### src/rtl/half_subst.sv
// half_subst: bitwise half subtractor with optional output registers.
//
// Each of the WIDTH lanes is an independent 1-bit half subtractor:
//     s[i] = a[i] ^ b[i]          (difference)
//     c[i] = ~a[i] & b[i]         (borrow out)
// so that a[i] - b[i] = s[i] - 2*c[i]. No borrow ever crosses lanes.
//
// Parameters:
//     WIDTH      number of lanes (1..64)
//     REGISTERED 1 = s/c/out_valid registered (one-cycle latency)
//                0 = s/c/out_valid combinational, gated to 0 during rst
//
// Ports:
//     clk        system clock, rising-edge active
//     rst        synchronous active-high reset
//     a, b       minuend / subtrahend, one bit per lane
//     in_valid   a/b qualify this cycle
//     s, c       difference / borrow per lane
//     out_valid  s/c hold a fresh result
module half_subst #(
    parameter int WIDTH      = 1,
    parameter int REGISTERED = 1
) (
    input  logic             clk,
    input  logic             rst,
    input  logic [WIDTH-1:0] a,
    input  logic [WIDTH-1:0] b,
    input  logic             in_valid,
    output logic [WIDTH-1:0] s,
    output logic [WIDTH-1:0] c,
    output logic             out_valid
);

    // Per-lane combinational half subtractors.
    logic [WIDTH-1:0] diff;
    logic [WIDTH-1:0] borrow;

    generate
        for (genvar gi = 0; gi < WIDTH; gi++) begin : g_lane
            assign diff[gi]   = a[gi] ^ b[gi];
            assign borrow[gi] = ~a[gi] & b[gi];
        end
    endgenerate

    generate
        if (REGISTERED != 0) begin : g_reg
            logic [WIDTH-1:0] s_q, s_d;
            logic [WIDTH-1:0] c_q, c_d;
            logic             valid_q, valid_d;

            // Results only load on a qualified input; otherwise the last
            // result is held and out_valid drops so consumers see it as stale.
            always_comb begin
                s_d     = s_q;
                c_d     = c_q;
                valid_d = 1'b0;
                if (in_valid) begin
                    s_d     = diff;
                    c_d     = borrow;
                    valid_d = 1'b1;
                end
            end

            // Reset takes priority over in_valid, discarding any in-flight result.
            always_ff @(posedge clk) begin
                if (rst) begin
                    s_q     <= '0;
                    c_q     <= '0;
                    valid_q <= 1'b0;
                end else begin
                    s_q     <= s_d;
                    c_q     <= c_d;
                    valid_q <= valid_d;
                end
            end

            assign s         = s_q;
            assign c         = c_q;
            assign out_valid = valid_q;
        end else begin : g_comb
            // Pass-through mode: outputs are forced quiet while reset is held.
            assign s         = rst ? '0 : diff;
            assign c         = rst ? '0 : borrow;
            assign out_valid = in_valid & ~rst;
        end
    endgenerate

endmodule

### config.mk
export PLATFORM = sky130hd
export DESIGN_NAME = half_subst
export DESIGN_NICKNAME = d
export VERILOG_FILES = /design/src/rtl/half_subst.sv
export SDC_FILE = /design/constraint.sdc
export NUM_CORES = 1
export LEC_CHECK = 0
export CELL_PAD_IN_SITES_DETAIL_PLACEMENT = 1
export CELL_PAD_IN_SITES_GLOBAL_PLACEMENT = 1
export CORE_AREA = 2 2 39 41
export DETAILED_ROUTE_END_ITERATION = 10
export DIE_AREA = 0 0 41 43
export DONT_BUFFER_PORTS = 1
export PLACE_DENSITY = 0.3
export SLEW_MARGIN = 15
export SYNTH_ARGS = -nofsm -noshare
export SYNTH_HDL_FRONTEND = slang
export SYNTH_SLANG_ARGS = --single-unit
### constraint.sdc
create_clock -name clk -period 0.8 [get_ports clk]
set_clock_uncertainty 0.05 [all_clocks]
set_input_delay 0.16 -clock clk [delete_from_list [all_inputs] [get_ports clk]]
set_output_delay 0.16 -clock clk [all_outputs]
set_load 0.05 [all_outputs]
==> flow_summary.toml <==
[synth]
yosysSeqAreaShare = 0.5581
ys_ff_latch = 3
syn-mean-instance-area_um2 = 10.76
syn_nets = 16
synth_cell_types = 7
netlist_instances = 10
syn-cell-area_um2 = 107.6
yosys_warnings = 0

[sta]
fin_crit_ps = 932.1
finalSetupViolCount = 3
timing.final.crit_share = 1.165
timing.hold.ws_ps = -45.95
finalHoldViolations = 1
worstMarginPinSlew_ps = 118.8
relSlewSlack = 0.9186
finalWorstSetupSlack_ps = -132.1
max_freq_ghz = 1.073
slew_violations = 0
grt_setup_unrepaired = "true"

[worst_hold_path]
hp-class = "in2reg"
hp-start = "in_valid"

[setup_path]
cp.required_ps = 590
start_kind = "flip-flop"
cp_max_fo = 2
path_buf_inv = 1
cp_slowest_cell = "dfxtp_2"
cp-end-kind = "primary output"
path_cells = "buf_12"
arrival_ps = 720
max_stage_delay_ps = 350
reg2reg_from = "s"
cp_top_family = "flip-flops"
critPathKind = "reg2out"
worstSetupStartpoint = "c"

[power_and_ir_drop]
power_density_nw_per_um2 = 2238
finalPower_uw = 537.5
leakage_nw = 0.1105
peakVddDrop_mv = 0.2720

[cts]
cts-buffers-inserted = 3
cts.hold.buffers_added = 1
htree_levels = 1
cts.sinks = 3
clk_pin_slew_ps = 40
cts_tree = "yes"
cts_root_buffer = "clkbuf_4"
clk_latency_ps = 240
clockBufferDepth = 2

[flow_run]
maxCapViolations = 0

[grt]
grtUsageTotal = 0.05511
overflow = 0
grt_max_degree = 5
grt_pass1_wl_um = 524
antenna_found_initial = 0
grt_pass1_vias = 124

[floorplanning]
core_area_um2 = 1384
initial_core_util = 0.07776
die_w_um = 41
fp.dieH_um = 43
rows = 14
boundaryPins = 8
dieArea_um2 = 1763

[route]
num_vias = 108
drc = 0
drt_iter0_markers = 2
wl_per_cell_um = 9.286
ant_nets = 0
routed_wl_um = 325
first_pass_iters = 2
via_per_inst = 3.086

[final_layout]
finalInstanceArea_um2 = 240.2
stdcell_count = 35
area_growth_pct = 123.3
n_antenna_cell = 0
fillerInstances = 161
fin_nets = 26
drive_above_1_share = 0.6316
utilization = 0.1736

[place]
dpl.cell_count = 29
gp_congestion = 0.4886
post_dp_cell_area_um2 = 177.7
port-buffer-count = 0

[run_status]
violations = "hold timing, setup timing"
status = "complete, but fails checks"
-- cell usage after synthesis, drive strengths merged --
| cell type | instances | area [um^2] |
|---|---|---|
| a211oi | 1 | 7.510 |
| dfxtp | 3 | 60.06 |
| ha | 1 | 12.51 |
| inv | 1 | 3.750 |
| mux2i | 1 | 10.01 |
| nor2 | 2 | 7.510 |
| nor2b | 1 | 6.260 |
-- repair_timing --
| item | in CTS | in global routing |
|---|---|---|
| setup buffers | 0 | 1 |
| setup endpoints to repair | 3 | 4 |
| cloned | 0 | 0 |
| pin swaps | 0 | 1 |
| hold endpoints to repair | 3 | 1 |
| gates resized for setup | 2 | 4 |
-- kinds of logic after synthesis --
| kind of cell | Yosys count | synth area share |
|---|---|---|
| muxes | 1 | 0.09303 |
| AOI/OAI and AO/OA | 1 | 0.06979 |
| and+or+nand+nor | 3 | 0.1280 |
| adders and majority gates | 1 | 0.1163 |
| DFF | 3 | 0.5582 |
| buffers and inverters | 1 | 0.03485 |
-- power breakdown --
part	switching (mW)	internal [mW]	leakage, nW
clock network	0.0872	0.187	0.0150
logic	0.0463	0.0477	0.0697
registers	0.00776	0.161	0.0258
-- registers in the layout (all words and copies together), names as in the netlist --
name	count
out_valid	1
c	1
s	1
-- worst paths after layout --
check	endpoint	slack, ps	cells after the start
max	c	-130	1
min	s	-50	1
max reg2reg	s	40	3
min reg2reg	c	480	2
-- metrics by stage --
| stage | TNS (ps) | setup slack [ps] | hold slack [ps] |
|---|---|---|---|
| 2_1_floorplan | -66.87 | -66.87 | 175.0 |
| 4_1_cts | -435.2 | -150.0 | -41.10 |
| 6_report | -362.5 | -132.1 | -45.95 |
| 3_5_place_dp | -48.60 | -48.60 | 180.9 |
| 5_1_grt | -453.7 | -165.3 | -53.70 |
| 3_3_place_gp | -24.16 | -24.16 | 176.7 |
-- layer usage --
| layer | GRT usage | up-vias | share of wire |
|---|---|---|---|
| li1 | - | 51 | - |
| met1 | 0.04792 | 45 | 0.45 |
| met2 | 0.05625 | 10 | 0.35 |
| met3 | 0.05236 | 2 | 0.14 |
| met4 | 0.08000 | 0 | 0.049 |
| met5 | 0 | - | 0 |
-- area by class of cell --
cell class | count | area, um^2 | area share
Tap cell | 16 | 20.02 | 0.08333
Inverter | 1 | 3.754 | 0.01563
Timing Repair Buffer | 5 | 75.07 | 0.3125
Clock buffer | 4 | 26.28 | 0.1094
Multi-Input combinational cell | 6 | 51.30 | 0.2135
Sequential cell | 3 | 63.81 | 0.2656
-- layout by cell type (no fill, tap or decap), drive strengths merged --
cell type / Yosys / final
ha: 1 / 1
nor2: 2 / 2
mux2i: 1 / 1
dfxtp: 3 / 3
a211oi: 1 / 1
buf: 0 / 4
nor2b: 1 / 1
inv: 1 / 1
clkbuf: 0 / 4
dlymetal6s4s: 0 / 1
(Power assumes the default switching activity.)
